<file path="config.mk">
export PLATFORM = sky130hd
export DESIGN_NAME = rr_lock_arbiter
export DESIGN_NICKNAME = d
export VERILOG_FILES = /design/src/rtl/arb_pkg.sv /design/src/rtl/rr_pick.sv /design/src/rtl/rr_lock_arbiter.sv
export SDC_FILE = /design/constraint.sdc
export NUM_CORES = 1
export LEC_CHECK = 0
export CELL_PAD_IN_SITES_DETAIL_PLACEMENT = 1
export CELL_PAD_IN_SITES_GLOBAL_PLACEMENT = 2
export CORE_MARGIN = 2
export CORE_UTILIZATION = 25
export CTS_CLUSTER_DIAMETER = 40
export DETAILED_ROUTE_END_ITERATION = 7
export PLACE_DENSITY = 0.6
export SYNTH_ARGS = -nofsm -noshare
export SYNTH_HDL_FRONTEND = slang
export SYNTH_HIERARCHICAL = 1
export SYNTH_SLANG_ARGS = --single-unit
</file>
<file path="constraint.sdc">
create_clock -name clk -period 5.9 [get_ports clk]
set_input_delay 1.77 -clock clk [delete_from_list [all_inputs] [get_ports clk]]
set_output_delay 1.77 -clock clk [all_outputs]
set_load 0.005 [all_outputs]
</file>
<file path="src/rtl/arb_pkg.sv">
// Shared types and defaults for the round-robin lock arbiter.
package arb_pkg;

  localparam int ARB_N        = 4;
  localparam int ARB_MAX_HOLD = 8;

  typedef enum logic {
    IDLE,
    OWN
  } arb_state_e;

  function automatic logic [4:0] onehot2bin(input logic [31:0] oh);
    logic [4:0] b;
    b = '0;
    for (int i = 0; i < 32; i++)
      if (oh[i]) b = b | 5'(i);
    return b;
  endfunction

endpackage

</file>
<file path="src/rtl/rr_pick.sv">
// Round-robin one-hot pick: doubled request vector, kill chain
// armed at the priority pointer position.
module rr_pick #(
  parameter int N = 4
) (
  input  logic [N-1:0] req_i,
  input  logic [N-1:0] ptr_i,
  output logic [N-1:0] winner_o
);

  logic [2*N-1:0] dreq;
  logic [2*N-1:0] dptr;
  logic [2*N-1:0] dwin;
  logic           arm;
  logic           kill;

  always_comb begin
    dreq = {req_i, req_i};
    dptr = {{N{1'b0}}, ptr_i};
    dwin = '0;
    arm  = 1'b0;
    kill = 1'b0;
    for (int i = 0; i < 2*N; i++) begin
      if (dptr[i]) arm = 1'b1;
      if (arm && !kill && dreq[i]) begin
        dwin[i] = 1'b1;
        kill    = 1'b1;
      end
    end
    winner_o = dwin[N-1:0] | dwin[2*N-1:N];
  end

endmodule

</file>
<file path="src/rtl/rr_lock_arbiter.sv">
// Registered round-robin arbiter with transaction locking
// and a per-ownership hold-time limit.
module rr_lock_arbiter
  import arb_pkg::*;
#(
  parameter  int N        = ARB_N,
  parameter  int MAX_HOLD = ARB_MAX_HOLD,
  localparam int IDW      = $clog2(N)
) (
  input  logic           clk,
  input  logic           rst_n,
  input  logic [N-1:0]   req,
  input  logic [N-1:0]   last,
  output logic [N-1:0]   gnt,
  output logic           gnt_valid,
  output logic [IDW-1:0] gnt_id,
  output logic           hold_expired
);

  localparam int CW = (MAX_HOLD > 1) ? $clog2(MAX_HOLD) : 1;

  arb_state_e     state_q;
  logic [N-1:0]   gnt_q;
  logic [N-1:0]   ptr_q;
  logic [CW-1:0]  hold_cnt_q;
  logic [IDW-1:0] gnt_id_q;
  logic           hexp_q;

  logic           own_req;
  logic           own_last;
  logic           at_cap;
  logic           rel;
  logic [N-1:0]   rot_ptr;
  logic [N-1:0]   pick_req;
  logic [N-1:0]   pick_ptr;
  logic [N-1:0]   win;
  logic [IDW-1:0] win_id;

  always_comb begin
    own_req  = |(gnt_q & req);
    own_last = |(gnt_q & last);
    at_cap   = (hold_cnt_q == CW'(MAX_HOLD - 1));
    rel      = (state_q == OWN) &&
               (!own_req || own_last || at_cap);
    rot_ptr  = {gnt_q[N-2:0], gnt_q[N-1]};
    // On release the owner is masked out and search starts after it.
    pick_req = rel ? (req & ~gnt_q) : req;
    pick_ptr = rel ? rot_ptr : ptr_q;
    win_id   = IDW'(onehot2bin(32'(win)));
  end

  rr_pick #(.N(N)) u_pick (
    .req_i    (pick_req),
    .ptr_i    (pick_ptr),
    .winner_o (win)
  );

  always_ff @(posedge clk or negedge rst_n) begin
    if (!rst_n) begin
      state_q    <= IDLE;
      gnt_q      <= '0;
      ptr_q      <= N'(1);
      hold_cnt_q <= '0;
      gnt_id_q   <= '0;
      hexp_q     <= 1'b0;
    end else begin
      hexp_q <= 1'b0;
      unique case (state_q)
        IDLE: begin
          if (|req) begin
            state_q    <= OWN;
            gnt_q      <= win;
            gnt_id_q   <= win_id;
            hold_cnt_q <= '0;
          end
        end
        OWN: begin
          if (rel) begin
            ptr_q      <= rot_ptr;
            gnt_q      <= win;
            gnt_id_q   <= win_id;
            hold_cnt_q <= '0;
            hexp_q     <= own_req && !own_last && at_cap;
            state_q    <= (|win) ? OWN : IDLE;
          end else begin
            hold_cnt_q <= hold_cnt_q + CW'(1);
          end
        end
        default: state_q <= IDLE;
      endcase
    end
  end

  assign gnt          = gnt_q;
  assign gnt_valid    = |gnt_q;
  assign gnt_id       = gnt_id_q;
  assign hold_expired = hexp_q;

endmodule

</file>
Yosys cells after proc, flatten, opt, wreduce, memory -nomap -nowiden
Cells that the tools add are included.
{ "classes": {"addsub": 1, "n_eq_ne": 3, "n_mux": 38, "bitwise": 6, "reduce_logical": 35} }
{ "ops": {"columns": ["op", "count"], "rows": [
  ["$mux 1", 24],
  ["$reduce_or 4->1", 5],
  ["$logic_and 1x1->1", 18],
  ["$mux 4", 4],
  ["$and 4x4->4", 3],
  ["$logic_not 1->1", 9],
  ["$mux 2", 4],
  ["$pmux 4 s2", 1],
  ["$mux 3", 2],
  ["$pmux 3 s2", 1],
  ["$not 4->4", 1],
  ["$or 4x4->4", 1],
  ["$pmux 2 s2", 1],
  ["$add 3x1->3 const B", 1],
  ["$eq 3x3->1 const B", 1],
  ["$logic_or 1x1->1", 2],
  ["$ne 2x1->1 const B", 1],
  ["$ne 2x2->1 const B", 1],
  ["$pmux 1 s2", 1],
  ["$reduce_and 2->1", 1],
  ["$not 1->1", 1]
]} }
{ "word_totals": {"register_bits": 15, "in_bits": 10, "out_inout_bits": 8, "word_cells": 89} }

Longest topological paths before layout
{ "depth": {"ltp_word": 44, "mapped_depth": 11, "depth_no_buf": 10} }

Modules after synthesis
Netlist, hierarchy kept.
{ "by_module_without_submodules": {"columns": ["mod", "instances", "cells_each", "area_per_inst_um2", "seq_area_each_um2"], "rows": [
  ["rr_lock_arbiter", 1, 58, 778.2, 376.6],
  ["rr_pick", 1, 18, 120.1, 0.0]
]} }

Worst setup path before layout
Ideal clock, no wire load.
{ "synth_path": {"path_type": "input-to-reg", "start": "input port req[2]", "end": "register gnt_id_q[1] (netlist: gnt_id[1])", "setup_time_ns": 0.121, "arrival_ns": 4.131, "required_time_ns": 5.779, "setup_slack_ns": 1.647, "path_stages": 10, "n_path_buf": 1, "path_cell_list": "a22oi_1 -> a211oi_2 -> a21boi_2 -> buf_4 -> mux2_1 -> nor3_2 -> o41ai_1 -> and3_1 -> or3_1 -> o22a_1"} }
{ "synth_between": {"elab_cells_between_ends": 56, "cone_classes": "2 x eq/ne; 22 x mux; 3 x bitwise; 29 x reduce/logical"} }
{ "synth_rtl": {"columns": ["item", "line", "rtl"], "rows": [
  ["start, declared", "rr_lock_arbiter.sv:12", "input logic [N-1:0] req,"],
  ["$and 4x4->4 *", "rr_lock_arbiter.sv:40", "own_req = |(gnt_q & req);"],
  ["$reduce_or 4->1 *", "rr_lock_arbiter.sv:40", null],
  ["$logic_not 1->1 *", "rr_lock_arbiter.sv:44", "(!own_req || own_last || at_cap);"],
  ["$logic_or 1x1->1 * (2 in a row)", "rr_lock_arbiter.sv:44", null],
  ["$logic_and 1x1->1 *", "rr_lock_arbiter.sv:43", "rel = (state_q == OWN) &&"],
  ["$mux 4 *", null, null],
  ["net pick_ptr[0]", "rr_lock_arbiter.sv:35", "logic [N-1:0] pick_ptr;"],
  ["$mux 1 *", "rr_pick.sv:24", "if (dptr[i]) arm = 1'b1;"],
  ["[22 not listed]", null, null],
  ["$logic_not 1->1", "rr_pick.sv:25", "if (arm && !kill && dreq[i]) begin"],
  ["$logic_and 1x1->1 (2 in a row)", "rr_pick.sv:25", null],
  ["$mux 1", "rr_pick.sv:25", null],
  ["$or 4x4->4 *", "rr_pick.sv:30", "winner_o = dwin[N-1:0] | dwin[2*N-1:N];"],
  ["net win[2]", "rr_lock_arbiter.sv:36", "logic [N-1:0] win;"],
  ["$mux 2 * (2 in a row)", "arb_pkg.sv:16", "if (oh[i]) b = b | 5'(i);"],
  ["$mux 2, on equally long branches", "rr_lock_arbiter.sv:78, rr_lock_arbiter.sv:70", null],
  ["$pmux 2 s2 *", "rr_lock_arbiter.sv:68", "unique case (state_q)"],
  ["end signal, assigned", "rr_lock_arbiter.sv:73", "gnt_id_q <= win_id;"],
  ["end signal, assigned", "rr_lock_arbiter.sv:81", "gnt_id_q <= win_id;"],
  ["end, declared", "rr_lock_arbiter.sv:26", "logic [IDW-1:0] gnt_id_q;"]
]} }
Mark *: on every way through the listed nets, which the timed path passes. The rest lies on a longest branch. The select of a mux whose other input is x is not followed.
A chain may end at the register's enable or synchronous reset.

Final worst setup path
Same ends and word-level chain as after synthesis.

==> impl_metrics.ini <==
[final_layout]
final_common_cell = clkdlybuf4s50_1
area_growth_pct = 27.9
fin_nets = 109
final_cell_mix = 17 x clkdlybuf4s50_1, 14 x dfrtp_1, 8 x mux2_1
num_antenna_cells = 0
n_fill_cell = 383
drive_gt1_frac = 0.198

[floorplanning]
die_x_um = 63.9
fp.dieArea_sq_um = 4090
dieHeight_um = 63.9
rows = 21
core_sq_um = 3390
io_pins = 18
start_util = 0.265

[setup_path]
r2r_end = gnt_id[1]
crit_type = in -> reg
reg2reg_setup_slack_ps = 2440
rr_worst_depth = 9
end_kind = register
cp_num_cells = 10
r2r-start = gnt[2]
cp-startpoint = req[2]
cp_slowest_cell = a21boi_2
endpoint = gnt_id[1]
path_delay_family = compound AO/OA/AOI/OAI gates
slowest_delay_ps = 530
cp-start-kind = input pin
critPathBufInv = 1
critPathMaxFanout = 13
crit_arrival_ps = 5120
path_cells = clkdlybuf4s50_1 > a22oi_1 > a211oi_2 > a21boi_2 > mux2_1 > nor3_2 > o41ai_1 > and3_1 > or3_1 > o22a_1
cp.required_ps = 6090

[detailed_routing]
vias = 727
ant_nets = 0
drt-initial-drc-count = 25
wirelength_mm = 2.27
wl_per_cell_um = 16.0
drc = 0
viasPerCell = 5.12
first_pass_iters = 4

[placed_design]
gp_congestion = 0.852
dp_hpwl_mm = 1.72
io_buffers = 17

[logic_synthesis]
yosys-top-cells-area = dfrtp_1 39%, mux2_1 10%, mux2_2 6.3%, a22o_1 3.9%, a21boi_0 3.3%
yosysTopAreaCell = dfrtp_1
avgSynthCellArea_sq_um = 11.8
syn_inst = 76
ys_seq_area_frac = 0.419
yosys.cell_types.count = 33
synth_nets = 88
synth-edff-count = 0
synth.yosys.warnings = 6
synth_area_sq_um = 898
netlist.area_leader.share = 0.390
async_flop_share = 1.00
ys_ff_latch = 15
synthFlopType = dfrtp_1

[timing]
worst_pin_slew_ps = 681
hold_slack_ps = 516
skew_ps = 0.653
tns_ps = 0
post-route-min-period_ps = 4930
setup_viol = 0
final_hold_viol_count = 0
fmax_mhz = 203
slew_headroom = 0.544
rsz0062_at_grt = false
final-max-slew-violation-count = 0
finalCritPeriodShare = 0.836

[run_status]
status = finished clean

[clock_network]
clock_path_buffers = 2
cts_made_buffers = 3
cts_tree = yes
cts-hold-fix-buffers = 0
htree_levels = 1
root_buffer = clkbuf_4
clk_latency_ps = 290
clkTransAtPathRegs_ps = 100
clkSinkCount = 15
post_cts_buffers = 0
cts_resized = 0

[power]
switching_share = 0.295
clkPwrFrac = 0.305
p_leak_uw = 0.000497
ir_drop_mv = 0.0794
p_int_uw = 149
power.switching_uw = 62.3
p_seq_frac = 0.513
pwr-share-comb = 0.182
p_per_area_nw_per_um2 = 184

[grt]
grt-ovfl-total = 0
grt_pass1_vias = 787
grt_pass1_wl_mm = 3.97
grt_max_degree = 16
grt_usage = 0.125
antenna_found_initial = 0

[run]
max_cap_viol_count = 0

[min_path]
min-delay-path-class = reg -> reg
[power groups by stage]
stage / clock, uW / sequential [uW] / combinational (uW)
2_1_floorplan: 0 / 109 / 27.5
3_3_place_gp: 0 / 110 / 39.2
3_5_place_dp: 0 / 110 / 39.1
4_1_cts: 68.6 / 108 / 39.0
5_1_grt: 72.7 / 108 / 42.1
6_report: 64.3 / 108 / 38.5
[synthesized netlist by cell type (2+ instances only)]
master / instances
a21boi_0: 4
a21oi_1: 5
a22o_1: 4
a22oi_1: 2
and3_1: 3
dfrtp_1: 14
ha_1: 2
inv_1: 2
mux2_1: 8
mux2_2: 5
nor2_1: 3
o21ai_0: 3
[registers in the layout (all words and copies together), names as in the netlist]
name	count
state_q	1
hold_expired	1
ptr_q	4
gnt	4
gnt_id	2
hold_cnt_q	3
[final cells by class]
cell class                      count  area (sq um)  area share
Clock buffer                        3          22.5      0.0196
Sequential cell                    15           377       0.328
Clock inverter                      1          7.51     0.00654
Timing Repair Buffer               17           170       0.148
Multi-Input combinational cell     58           507       0.441
Tap cell                           46          57.6      0.0501
Inverter                            2          7.51     0.00654
[worst reg2reg max path: stages (launching register included)]
cell and delay (ps):
dfrtp_1 490, a22oi_1 410, a211oi_2 150, a21boi_2 530, mux2_1 480, nor3_2 380, o41ai_1 150, and3_1 240
or3_1 360, o22a_1 180
[layer usage]
metal,GRT usage,vias up,routed length [um],share of wire
met1,0.168,369,1080,0.47
met2,0.197,22,1060,0.47
met4,0.0489,0,0,0
li1,-,336,-,-
met5,0,-,0,0
met3,0.0246,0,133,0.059
[per-stage QoR]
| stage | cells | power, uW | utilization | setup slack (ps) | area (sq um) |
|---|---|---|---|---|---|
| floorplan | 76 | 137 | - | 1650 | 898 |
| detailed placement | 138 | 149 | 0.330 | 679 | 1120 |
| global route | 142 | 223 | 0.339 | 768 | 1150 |
| finish | 142 | 211 | 0.339 | 969 | 1150 |
| CTS | 142 | 216 | 0.339 | 998 | 1150 |
| global placement | 138 | 150 | 0.330 | 697 | 1120 |
[worst min-delay path by stage]
stage	start	endpoint	slack [ps]	depth (start not counted)
4_1_cts	ptr_q[3]	ptr_q[3]	520	1
5_1_grt	ptr_q[2]	ptr_q[2]	540	1
2_1_floorplan	ptr_q[1]	ptr_q[1]	470	1
3_5_place_dp	ptr_q[3]	ptr_q[3]	500	1
3_3_place_gp	ptr_q[2]	ptr_q[2]	490	1
6_report	ptr_q[3]	ptr_q[3]	520	1
[cells by family after synthesis]
| logic type | count (synthesis) | synth area share |
|---|---|---|
| compound gates | 29 | 0.270 |
| fa+ha+maj | 2 | 0.0279 |
| buf+inv | 3 | 0.0167 |
| flops | 15 | 0.419 |
| mux | 13 | 0.163 |
| simple gates | 14 | 0.103 |
Power figures use the tool's default switching activity.
==> patch 1: new RTL, config.mk and constraints unchanged <==
Make the reset (`rst_n`) synchronous in one clocked block.
--- a/src/rtl/rr_lock_arbiter.sv
+++ b/src/rtl/rr_lock_arbiter.sv
@@ -56,5 +56,5 @@
   );
 
-  always_ff @(posedge clk or negedge rst_n) begin
+  always_ff @(posedge clk) begin
     if (!rst_n) begin
       state_q    <= IDLE;
Behaviour: differs if rst_n is asserted again (counterexample within 4 cycles, from zero or initial values and one cycle with rst_n low); with rst_n held inactive, the same outputs for 10 cycles.
==> patch 1 against the original RTL <==
  * Cell area shrank 1.5%
  * Clock skew is essentially flat
  * Sequential share of layout area shrank 6.2 points
  * Final cell count grew 13%
  * Routed wire length grew 6.8%
  * Non-clock buffer count is the same
  * Sequential cell count is the same
  * Core utilization shrank 0.26 points
  * Fmax grew 8.1%
  * Synthesized area shrank 1.5%
  * Worst setup slack gained 370 ps
  * Critical path type unchanged
  * Highest routed layer is now met4
Power is not compared: it rests on default switching activity, and its combinational part moved more than twofold at a synthesized area within 25%.
==> patch 1: results (changes against the original RTL) <==
Final #Nets: 128 (+17%)
first-pass GRT wire length: 4119 um (+3.8%)
Detailed Route Iter0 Violations: 40 (+60%)
fraction of registers with async set or reset after synthesis: 0% (-100 points)
routed vias/inst: 5.068 (-1.0%)
register area share after synthesis: 33.95% (-8.0 points)
ANT cells: 0 (unchanged)
Crit path max-delay family: compound AO/OA/AOI/OAI gates
Max-slew headroom: 57.53% (+3.1 points)
count of cell types in the netlist: 35 (+6.1%)
ys flop type: dfxtp_1
Synth Net Count: 108 (+23%)
Clock Skew: 1.145 ps (+0.4924 ps)
Area contributors post-synth: dfxtp_1, mux2i_1, nand2_1
Critical path origin: req[0]
layout cell share with drive strength beyond 1: 12.17% (-7.6 points)
largest net degree at the start of global routing: 19 (+3)
via count of the first global-routing pass: 840 (+6.7%)
Final HPWL DP: 1838 um (+6.8%)
First-pass DRT Iterations: 4 (unchanged)
Crit Path Max Fanout: 10 (-3)
Worst path slowest cell: a2111oi_4
top cells by count, synth: dfxtp_1, nand2_1, mux2i_1
drt wl/cell: 15.07 um (-5.8%)
Tot GR Track Use: 13.11% (+0.61 points)
RePlAce Congestion: 0.8136 (-4.5%)
RR Startpoint: hold_cnt_q[0]
P_int: 0.0002315 W
Hold Crit Start: ptr_q[1]
Largest stage delay, worst path: 600 ps (+70 ps)
Placement Cell Area: 1105 um2 (-1.2%)
status: finished, final reports clean
patch 1: cell families (layout without fill, tap and decap cells):
logic type / after synthesis / after routing / synth area share (%)
flip-flops: 15 / 15 / 33.95
AO/OA/AOI/OAI: 30 / 30 / 27.16
buffers and inverters: 5 / 24 / 2.122
adder cells (fa/ha/maj): 2 / 2 / 2.828
multiplexers: 12 / 12 / 15.28
AND/OR/NAND/NOR: 32 / 32 / 18.67
patch 1: worst paths after layout:
path                            cells after the start  slack [ps]       end
worst min-delay path                                2         470  ptr_q[1]
worst max register to register                     10        2730   state_q
worst min register to register                      2         470  ptr_q[1]
worst max-delay path                               10        1340   state_q
patch 1: worst register-to-register path: cells and delay by family, from the launching register on:
family                     cells  cell delay [ps]
AOI/OAI and AO/OA              5             1530
DFF                            1              340
and+or+nand+nor                3              730
adders and majority gates      2              430
patch 1: cell type report:
class / count / area, um2
clock buffers: 4 / 26.28
flip-flops and latches: 15 / 300.3
inverters: 3 / 11.26
repair buffers: 17 / 170.2
well taps: 46 / 57.56
fillers: 421 / 2232
multi-input cells: 76 / 565.5
patch 1: routing by layer:
layer	GRT usage, %	vias up	wire (um)
met1	18.92	394	1288
met4	5.707	0	44
li1	-	402	-
met5	0	-	0
met2	18.68	15	1029
met3	2.500	5	65
patch 1: per-stage QoR:
stage | hold slack [ps] | std cells | worst slack, ps | total power (W)
floorplan | 434.2 | 96 | 1823 | 0.0002518
global placement | 444.9 | 157 | 997.5 | 0.0003180
detailed placement | 454.4 | 157 | 1056 | 0.0003159
CTS | 471.3 | 161 | 1308 | 0.0003801
global route | 488.8 | 161 | 1017 | 0.0004034
finish | 467.3 | 161 | 1337 | 0.0003761
patch 1: power by group through the flow:
stage / clock network [W] / registers [W] / logic [W]
6_report: 0.0000618 / 0.000135 / 0.000179
5_1_grt: 0.0000686 / 0.000139 / 0.000196
4_1_cts: 0.0000641 / 0.000136 / 0.000181
3_5_place_dp: 0 / 0.000138 / 0.000178
3_3_place_gp: 0 / 0.000138 / 0.000180
2_1_floorplan: 0 / 0.000132 / 0.000120
==> patch 2: new RTL, same settings <==
Without the edit above. `ARB_N`: 4 -> 8.
--- a/src/rtl/arb_pkg.sv
+++ b/src/rtl/arb_pkg.sv
@@ -2,5 +2,5 @@
 package arb_pkg;
 
-  localparam int ARB_N        = 4;
+  localparam int ARB_N        = 8;
   localparam int ARB_MAX_HOLD = 8;
 
Interface: changed (resized gnt, gnt_id, last and req); port bits go from 18 to 31. The function was not compared with the original's and may differ.
==> patch 2 against the original RTL <==
  * Worst setup slack got worse by 250 ps
  * Via count grew 130%
  * Routed wire length rose to 2.7 times the old value
  * Power is 53% higher
  * Sequential cell count increased by 9
  * Synthesized area rose by 100%
  * Critical path depth is 2 higher
  * Highest routed layer is now met4
  * Core utilization down 1.5 points
  * Largest cell class unchanged
  * Clock power rose by 82%
  * Cell area is 95% higher
==> patch 2: results (changes against the original RTL) <==
Max-slew headroom: 47.60% (-6.8 points)
status: finished, final reports clean
Synth Net Count: 206 (+130%)
first-pass GRT wire length: 9949 um (+150%)
crit path DAT: 5380 ps (+260 ps)
signal buffers share of area: 14.43% (-0.39 points)
area of the die: 7923 um2 (+94%)
clock share of power: 36.3% (+5.8 points)
Tot GR Track Use: 16.78% (+4.3 points)
count of cell types in the netlist: 50 (+52%)
peak supply drop: 0.07565 mV (-4.7%)
WL met3: 210 um (+58%)
Placement Cell Area: 2182 um2 (+95%)
Final HPWL DP: 4761 um (+180%)
nonclk inv count: 8 (+6)
Worst path slowest cell: clkdlybuf4s50_1
Layout clock area frac: 2.461% (-0.15 points)
Clock Skew: 6.601 ps (+5.949 ps)
grt met2 use: 27.95% (+8.3 points)
met3 Resource Use GR: 1.662% (-0.80 points)
wire length on met1: 2947 um (+170%)
multi-input gate share of total cell area: 49.50% (+5.4 points)
met2 wire len: 2995 um (+180%)
Leak: 0.9637 nW (+94%)
Sw Share: 24.69% (-4.8 points)
met1 GRT Util: 23.57% (+6.8 points)
Largest stage delay, worst path: 480 ps (-50 ps)
RePlAce Congestion: 0.7834 (-8.1%)
-- patch 2: cell families after synthesis --
family | Yosys count | share of synthesized area (%)
and+or+nand+nor | 69 | 22.02
AOI/OAI and AO/OA | 58 | 25.07
buffers and inverters | 16 | 5.402
muxes | 17 | 12.81
adders and majority gates | 2 | 1.385
DFF | 24 | 33.31
-- patch 2: final timing paths --
kind | startpoint | to | slack, ps | cells past startpoint
setup / recovery | req[1] | gnt[1] | 720 | 12
hold / removal | ptr_q[7] | ptr_q[7] | 520 | 1
setup reg to reg | gnt[2] | gnt[1] | 2110 | 11
hold reg to reg | ptr_q[7] | ptr_q[7] | 520 | 1
max in group asynchronous | rst_n | ptr_q[0] | 3740 | 2
min in group asynchronous | rst_n | gnt[1] | 1860 | 2
-- patch 2: through the flow --
stage | std cells | util (%) | setup slack [ps]
floorplan | 186 | - | 1364
global placement | 307 | 31.59 | 487.3
detailed placement | 307 | 31.59 | 414.5
CTS | 311 | 32.39 | 691.7
global route | 311 | 32.39 | 320.0
finish | 311 | 32.39 | 722.5
